<file path="config.mk">
export PLATFORM = sky130hd
export DESIGN_NAME = iterative_shifter
export DESIGN_NICKNAME = d
export VERILOG_FILES = /design/src/rtl/iterative_shifter.sv
export SDC_FILE = /design/constraint.sdc
export NUM_CORES = 1
export LEC_CHECK = 0
export BUFFER_PORTS_ARGS = -buffer_cell sky130_fd_sc_hd__buf_2
export CAP_MARGIN = 10
export CORE_UTILIZATION = 53
export DETAILED_ROUTE_END_ITERATION = 16
export PLACE_DENSITY_LB_ADDON = 0.12
export REMOVE_ABC_BUFFERS = 1
export SYNTH_ARGS = -nofsm -noshare
export SYNTH_HDL_FRONTEND = slang
export SYNTH_SLANG_ARGS = --single-unit
</file>
<file path="constraint.sdc">
create_clock -name clk -period 1.99 [get_ports clk]
set_clock_uncertainty 0.05 [all_clocks]
set_input_delay 0.199 -clock clk [delete_from_list [all_inputs] [get_ports clk]]
set_output_delay 0.199 -clock clk [all_outputs]
set_load 0.02 [all_outputs]
</file>
<file path="src/rtl/iterative_shifter.sv">
// Multi-cycle shift unit: SLL, SRL, SRA and ROTR, one bit position per clock.
// A request is accepted from IDLE or DONE; result is published only on completion.
module iterative_shifter #(
  parameter int WIDTH   = 32,
  parameter int SHAMT_W = 5
) (
  input  logic               clk,
  input  logic               reset,
  input  logic               start,
  input  logic [1:0]         op,
  input  logic [WIDTH-1:0]   operand,
  input  logic [SHAMT_W-1:0] shamt,
  output logic               busy,
  output logic               done,
  output logic [WIDTH-1:0]   result
);

  localparam logic [1:0] ST_IDLE  = 2'b00;
  localparam logic [1:0] ST_SHIFT = 2'b01;
  localparam logic [1:0] ST_DONE  = 2'b10;

  localparam logic [1:0] OP_SLL  = 2'b00;
  localparam logic [1:0] OP_SRL  = 2'b01;
  localparam logic [1:0] OP_ROTR = 2'b10;
  localparam logic [1:0] OP_SRA  = 2'b11;

  if ((2 ** SHAMT_W) != WIDTH) begin : g_param_check
    $error("iterative_shifter: 2**SHAMT_W must equal WIDTH");
  end

  logic [1:0]         r_state;
  logic [WIDTH-1:0]   r_work;
  logic [1:0]         r_op;
  logic [SHAMT_W-1:0] r_count;
  logic [WIDTH-1:0]   r_result;
  logic               r_busy;
  logic               r_done;

  logic [WIDTH-1:0]   w_step;
  logic               w_accept;

  // Single-position shift of the working register for the latched opcode.
  always_comb begin
    w_step = r_work;
    case (r_op)
      OP_SLL:  w_step = {r_work[WIDTH-2:0], 1'b0};
      OP_SRL:  w_step = {1'b0, r_work[WIDTH-1:1]};
      OP_SRA:  w_step = {r_work[WIDTH-1], r_work[WIDTH-1:1]};
      OP_ROTR: w_step = {r_work[0], r_work[WIDTH-1:1]};
      default: w_step = r_work;
    endcase
  end

  assign w_accept = start && (r_state != ST_SHIFT);

  always_ff @(posedge clk) begin
    if (reset) begin
      r_state  <= ST_IDLE;
      r_work   <= '0;
      r_op     <= '0;
      r_count  <= '0;
      r_result <= '0;
      r_busy   <= 1'b0;
      r_done   <= 1'b0;
    end else begin
      case (r_state)
        ST_IDLE, ST_DONE: begin
          r_done <= 1'b0;
          if (w_accept) begin
            r_work  <= operand;
            r_op    <= op;
            r_count <= shamt;
            r_busy  <= 1'b1;
            r_state <= ST_SHIFT;
          end else begin
            r_busy  <= 1'b0;
            r_state <= ST_IDLE;
          end
        end
        ST_SHIFT: begin
          if (r_count != '0) begin
            r_work  <= w_step;
            r_count <= r_count - 1'b1;
          end else begin
            r_result <= r_work;
            r_done   <= 1'b1;
            r_busy   <= 1'b0;
            r_state  <= ST_DONE;
          end
        end
        default: begin
          r_state <= ST_IDLE;
          r_busy  <= 1'b0;
          r_done  <= 1'b0;
        end
      endcase
    end
  end

  assign busy   = r_busy;
  assign done   = r_done;
  assign result = r_result;

endmodule
</file>
-- Word-level counts from Yosys, hierarchy flattened
Cells that the tools add are included.
- add/subtract/negate cells: 1
- equality and inequality tests: 10
- mux-type cells: 13
- bitwise operators: 2
- reduce and logical (&&, ||, !) cells: 11
- operators by type and width (cell ; number):
    $pmux 32 s4 ; 1
    $mux 32 ; 2
    $pmux 32 s2 ; 1
    $mux 5 ; 2
    $pmux 5 s2 ; 1
    $ne 2x2->1 const B ; 4
    $eq 2x2->1 const B ; 3
    $reduce_bool 5->1 ; 1
    $sub 5x1->5 const B ; 1
    $eq 2x1->1 const B ; 2
    $logic_not 2->1 ; 2
    $pmux 2 s2 ; 1
    $reduce_and 2->1 ; 2
    $reduce_and 4->1 ; 1
    $reduce_or 2->1 ; 2
    $mux 1 ; 3
    $reduce_and 3->1 ; 1
    $mux 2 ; 1
    $ne 2x1->1 const B ; 1
    $not 1->1 ; 2
    $pmux 1 s2 ; 1
    $reduce_bool 2->1 ; 1
    $logic_and 1x1->1 ; 1
- bits in registers: 75
- bits of input ports: 42
- output and inout port bits: 34

-- Longest topological paths before layout
Gate-level depths: netlist (run 1).
- word-level depth: 4
- mapped depth: 7
- gate-level depth less buffers: 6

-- Worst setup path before layout (run 1)
Ideal clock, no wire load.
- path kind: reg-to-reg
- from: register r_count[0]
- to: register r_work[10]
- data arrival time: 1.662 ns
- data required time: 1.823 ns
- slack: 0.161 ns
- cell stages (with the launch flop): 8
- buffers on the path: 1
- period minus slack after synthesis: 1.829 ns
- cells stage by stage: dfxtp_1 -> inv_1 -> ha_1 -> or4b_4 -> a21oi_1 -> nor2_1 -> buf_2 -> a22o_1
- longest elaborated chain between the ends: 3
- ends and longest elaborated chain (element ; line ; source):
    from (decl) ; 34 ; logic [SHAMT_W-1:0] r_count;
    from (signal assigned) ; 72 ; r_count <= shamt;
    from (signal assigned) ; 83 ; r_count <= r_count - 1'b1;
    $reduce_bool 5->1 ; 81 ; if (r_count != '0) begin
    $ne 2x2->1 (no line) ; -- ;
    $reduce_and 3->1 (no line) ; -- ;
    to (signal assigned) ; 70 ; r_work <= operand;
    to (signal assigned) ; 82 ; r_work <= w_step;
    to (decl) ; 32 ; logic [WIDTH-1:0] r_work;
Every way passes these cells.
A chain may end at the register's enable or synchronous reset.

-- Worst setup path after layout (run 1)
- from: register r_count[1]
- to: register r_count[1]
- longest elaborated chain between the ends: 3
- elaborated cells between the ends (all ways): 6
- classes of those cells: add/sub: 1; eq/ne: 1; mux: 2; reduce/logical: 2
- ends and longest elaborated chain (element ; line):
    $sub 5x1->5 / $reduce_bool 5->1 (equally long branches) ; 83, 81
    $mux 5 / $ne 2x2->1 (equally long branches) ; --
    $pmux 5 s2 / $reduce_and 3->1 (equally long branches) ; --
Several ways; a longest one is shown, not always the timed one. The select of a mux whose other input is x is not followed.

==> impl_metrics.ini, run 1 <==
[min_path]
hp-class = input pin to flop
hold_depth = 3

[timing]
min_period_ns = 1.93
setup_ws_ns = 0.0581
rsz0062_at_grt = false
finalHoldViolCount = 0
holdWs_ns = 0.0500
relSlewSlack_pct = 77.5
tightest_slew_ns = 0.335
max_freq_mhz = 518
setup_viol = 0
period_share_pct = 97.1
drv_slew = 0

[worst_setup_path]
path_max_fanout = 7
crit_path_end_kind = flop
reg2regPathDepth = 7
arrival_ns = 2.10
cp-start-kind = flop
critical-path-slowest-cell = or4b_4
max_stage_delay_ns = 0.50
path_class = flop to flop
path_cells = inv_1 -> ha_2 -> or4b_4 -> a21oi_2 -> nor2_2 -> buf_4 -> a22o_1
required_ns = 2.16

[floorplan]
core-area_um2 = 5680
start_util_pct = 56.5
die_h_um = 79.8
ios = 76
rows = 27
die_w_um = 79.8
die_area_um2 = 6370

[grt]
grt_pass1_wl_um = 12200
grt_pass1_vias = 2594
grt_remaining_overflow = 0
antenna_found_initial = 0
track_usage_pct = 24.8
grt_max_degree = 28

[drt]
drc = 0
drt_iter0_markers = 145
firstDrtPassIters = 4
via_per_inst = 5.41
ant_nets = 0
vias = 2852
wl_per_cell_um = 14.0
drt_wl_total_um = 7370

[synth]
ys_warn_count = 0
ys_seq_elements = 75
netlist_area_um2 = 3210
synth_cell_types = 25
synth.avg_cell_area_um2 = 8.58
netlist_instances = 374
yosysSeqAreaShare_pct = 46.8

[status]
status = finished clean

[placement]
pre_cts_ws_ns = 0.0538
dp_hpwl_um = 5000
gp_congestion = 0.820
placed_cell_area_um2 = 3710
io_buffers = 75

[layout]
final_common_cell = nand2_1
drive_gt1_share_pct = 26.6
final_cell_mix = nand2_1, dfxtp_1, buf_2
diodes = 0
syn2layout_area_growth_pct = 22.6
nNetsFinal = 493
design_area_um2 = 3930

[run]
cap_violations = 0

[clock_network]
clkSlewWorstSetupHoldPaths_ns = 0.07
cts_buffers = 9
clk_latency_ns = 0.34
clock-sinks = 75
htreeDepth = 3
cts-root-buf = clkbuf_8
cts_tree = built
postCtsSetupBuffers = 0
clk_path_buf_depth = 2

[power_and_ir_drop]
ir_worst_vdd_mv = 0.624
power_density_nw_per_um2 = 910
power_leakage_uw = 0.00182
layer usage:
metal | global-route usage [%] | vias to the layer above | wire [µm]
li1 | - | 1456 | -
met1 | 33.1 | 1299 | 3500
met2 | 38.2 | 87 | 3370
met3 | 4.46 | 10 | 395
met4 | 12.9 | 0 | 108
met5 | 0 | - | 0
final cells by class:
type | count | area [µm²]
clock inverter | 6 | 65.1
multi-input combinational | 268 | 1580
fill | 485 | 1740
sequential | 75 | 1500
timing repair buffer | 94 | 547
clock buffer | 10 | 138
inverter | 2 | 7.51
tap | 72 | 90.1
through the flow:
step                      util (%)  setup TNS (ns)  total power, µW  std cells
after CTS                     69.1               0             3590        527
after floorplan                  -          -60.88             2140        345
after global placement        65.4               0             2400        511
final                         69.3               0             3580        527
after global routing          69.3               0             3760        527
after detailed placement      65.4               0             2410        511
power breakdown:
| group | switching (µW) | leakage, µW | total [µW] | internal (µW) |
|---|---|---|---|---|
| logic | 376 | 0.00110 | 683 | 308 |
| clock network | 569 | 0.000102 | 1180 | 613 |
| registers | 105 | 0.000611 | 1710 | 1610 |
| total | 1050 | 0.00182 | 3580 | 2530 |
worst max-delay path, delay by kind of cell, from the launching register on:
| kind | cells | cell delay [ns] |
|---|---|---|
| and+or+nand+nor | 2 | 0.58 |
| buffers and inverters | 2 | 0.24 |
| DFF | 1 | 0.34 |
| AOI/OAI and AO/OA | 2 | 0.42 |
| adders and majority gates | 1 | 0.19 |
path summary, 6_finish.rpt:
path         startpoint  slack [ns]          to
max          r_count[1]        0.06  r_count[1]
min               op[1]        0.05     r_op[1]
max reg2reg  r_count[1]        0.06  r_count[1]
min reg2reg  result[21]        0.40  result[21]
cells in the mapped netlist:
cell	n	area, µm²
dfxtp_1	75	1500
nor3b_1	1	7.51
nand2b_1	1	6.26
nor2_4	1	11.3
nor4b_1	1	8.76
a311oi_1	2	17.5
nor2b_1	3	18.8
a21oi_1	36	180
clkbuf_1	15	56.3
o21a_1	1	7.51
inv_1	2	7.51
a21o_1	2	15.0
or4b_4	1	13.8
buf_2	10	50.1
buf_1	1	3.75
buf_6	3	33.8
a221oi_1	1	8.76
ha_1	1	12.5
nor3_1	4	20.0
o21ai_0	35	175
nor2_1	10	37.5
mux2_2	1	11.3
mux2i_1	33	330
a22o_1	34	298
nand2_1	100	375
flip-flops by register name, summed over array words and instances (netlist names):
signal / flops
busy: 1
done: 1
r_count: 5
r_op: 2
r_state: 2
r_work: 32
result: 32
repair_timing:
action / CTS / global route
endpoints found under the setup margin: 1 / 32
hold buffers: 0 / 0
resized for setup: 1 / 4
cell families (layout without fill, tap and decap cells):
kind of cell               Yosys count  count (layout)  share of synthesized area, %
AOI/OAI and AO/OA                  111             111                          21.9
adders and majority gates            1               1                         0.390
buffers and inverters               31             112                          4.72
DFF                                 75              75                          46.8
muxes                               34              34                          10.6
and+or+nand+nor                    122             122                          15.6
Note: power is estimated with default switching activity, not from simulation.
==> run 2: changes to the inputs <==
Settings changed: ABC_AREA set to 1, CORE_UTILIZATION 53 to 54.
==> impl_metrics.ini, run 2 <==
[placement]
io_buffers = 75
dp_hpwl_um = 4950
pre_cts_ws_ns = 0.229
gp_congestion = 0.774
placed_cells = 621

[floorplan]
die_area_um2 = 6560
die_w_um = 81.0
ios = 76
start_util_pct = 56.6
core-area_um2 = 5960
die_h_um = 81.0
rows = 28

[clock_network]
htreeDepth = 3
clock-sinks = 75
cts_tree = built
postCtsSetupBuffers = 0
cts_buffers = 9
cts-resized-gates = 0
cts-root-buf = clkbuf_8
clk_path_buf_depth = 2
cts-hold-fix-buffers = 0
clkSlewWorstSetupHoldPaths_ns = 0.07
clk_latency_ns = 0.34

[timing]
drv_slew = 0
setup_ws_ns = 0.233
tightest_slew_ns = 1.02
relSlewSlack_pct = 31.7
finalHoldViolCount = 0
min_period_ns = 1.76
max_freq_mhz = 569
setup_viol = 0
final.setup.tns_ns = 0
rsz0062_at_grt = false
period_share_pct = 88.3

[worst_setup_path]
reg2regPathDepth = 8
rrSetupSlack_ns = 0.23
r2r_end = result[1]
required_ns = 2.18
r2r_start = r_count[0]
cp-start-kind = flop
crit_path_end_kind = flop
path_max_fanout = 33
arrival_ns = 1.95
path_class = flop to flop

[layout]
instances_no_fill = 637
drive_gt1_share_pct = 19.4
final_cell_mix = nand2_1, nor2_1, o21ai_0
final_util_pct = 66.0
fillCellCount = 553
nNetsFinal = 600
diodes = 0
syn2layout_area_growth_pct = 16.6
final_common_cell = nand2_1

[synth]
yosysTopAreaCellShare_pct = 44.5
synth-adder-area-share_pct = 0.371
synth_top_flop_cell = dfxtp_1
synth_cell_types = 22
synth.avg_cell_area_um2 = 6.84
synth-simple-area-share_pct = 32.4
async_flop_share_pct = 0
synth-edff-count = 0
netlist_instances = 493
synthTopCellsByCount = nand2_1, nor2_1, o21ai_0, dfxtp_1
synth_compound_area_share_pct = 15.9
netlist_area_um2 = 3370
yosys.area.top_type = dfxtp_1
yosysMostFrequentCell = nand2_1
ys_warn_count = 0
ys_seq_elements = 75
yosysSeqAreaShare_pct = 44.5
synth-xor-area-share_pct = 0
synthMuxAreaShare_pct = 0
synth_area_leaders = dfxtp_1, nand2_1, o21ai_0
synth_top_family_by_area = simple AND/OR/NAND/NOR gates

[drt]
drt_iter0_markers = 256
firstDrtPassIters = 5
drt_wl_total_um = 8230
wl_per_cell_um = 12.9
ant_nets = 0
via_per_inst = 5.20
drc = 0
vias = 3311

[grt]
grt_pass1_vias = 2891
track_usage_pct = 26.9
grt_pass1_wl_um = 13600
grt_remaining_overflow = 0
grt_max_degree = 39
antenna_found_initial = 0

[power_and_ir_drop]
power_leakage_uw = 0.00203
power_density_nw_per_um2 = 999
ir_worst_vdd_mv = 0.670

[min_path]
hold_depth = 5
hold_end = r_count[3]
hp-class = input pin to flop
min_from = shamt[3]

[run]
cap_violations = 0

[status]
status = finished clean
run 2: cell types whose count changed after synthesis, sizes merged, moves of 3 or more:
cell / previous run / this run
nor2: 11 / 106
o21ai: 35 / 99
nand2: 100 / 155
a22o: 34 / 0
mux2i: 33 / 0
a21oi: 36 / 4
inv: 2 / 13
nand3: 0 / 7
buf: 14 / 18
nor3: 4 / 0
clkbuf: 15 / 12
nor2b: 3 / 0
run 2: layout make-up:
| class | count | area [µm²] | share of cell area, % |
|---|---|---|---|
| multi-input combinational | 375 | 1640 | 41.8 |
| sequential | 75 | 1500 | 38.2 |
| timing repair buffer | 83 | 435 | 11.1 |
| clock buffer | 15 | 176 | 4.49 |
| tap | 75 | 93.8 | 2.39 |
| inverter | 13 | 48.8 | 1.24 |
| clock inverter | 1 | 30.0 | 0.764 |
run 2: critical path, cell delays in order (launching register included):
cell	delay [ns]
dfxtp_1	0.36
inv_1	0.09
ha_1	0.27
nand3_4	0.14
nor2_4	0.04
inv_2	0.43
nor2_1	0.12
nand2_1	0.10
nand2_1	0.05
run 2: how the worst max path moves through the flow:
stage          startpoint    endpoint  slack [ns]  cells past startpoint
6_report       r_count[0]   result[1]        0.23                      8
5_1_grt        r_count[0]   result[1]        0.09                      8
4_1_cts        r_count[0]   result[1]        0.21                      8
3_5_place_dp   r_count[0]   result[1]        0.23                      8
3_3_place_gp        reset     r_op[0]        0.30                      4
2_1_floorplan     r_op[1]  r_work[10]       -0.21                      6
run 2: power breakdown:
part           internal (µW)  switching, µW  leakage, µW
registers               1680            136     0.000615
clock network            685            538     0.000104
logic                    299            589      0.00131
run 2: metal layers:
| metal | global-route usage, % | up-vias | wire (µm) |
|---|---|---|---|
| met5 | 0 | - | 0 |
| met4 | 11.8 | 0 | 129 |
| met3 | 4.27 | 10 | 400 |
| met2 | 42.2 | 103 | 3850 |
| met1 | 36.3 | 1510 | 3850 |
| li1 | - | 1688 | - |
run 2: through the flow:
stage / hold slack, ns / total power, µW / area (µm²)
after floorplan: 0.218 / 2410 / 3190
after global placement: 0.399 / 2700 / 3720
after detailed placement: 0.408 / 2720 / 3720
after CTS: 0.0781 / 3940 / 3930
after global routing: 0.114 / 4150 / 3930
final: 0.0909 / 3920 / 3930
run 2: cell families (layout without fill, tap and decap cells):
family                     count (synthesis)  after routing
DFF                                       75             75
and+or+nand+nor                          270            270
AOI/OAI and AO/OA                        104            104
adders and majority gates                  1              1
buffers and inverters                     43            112
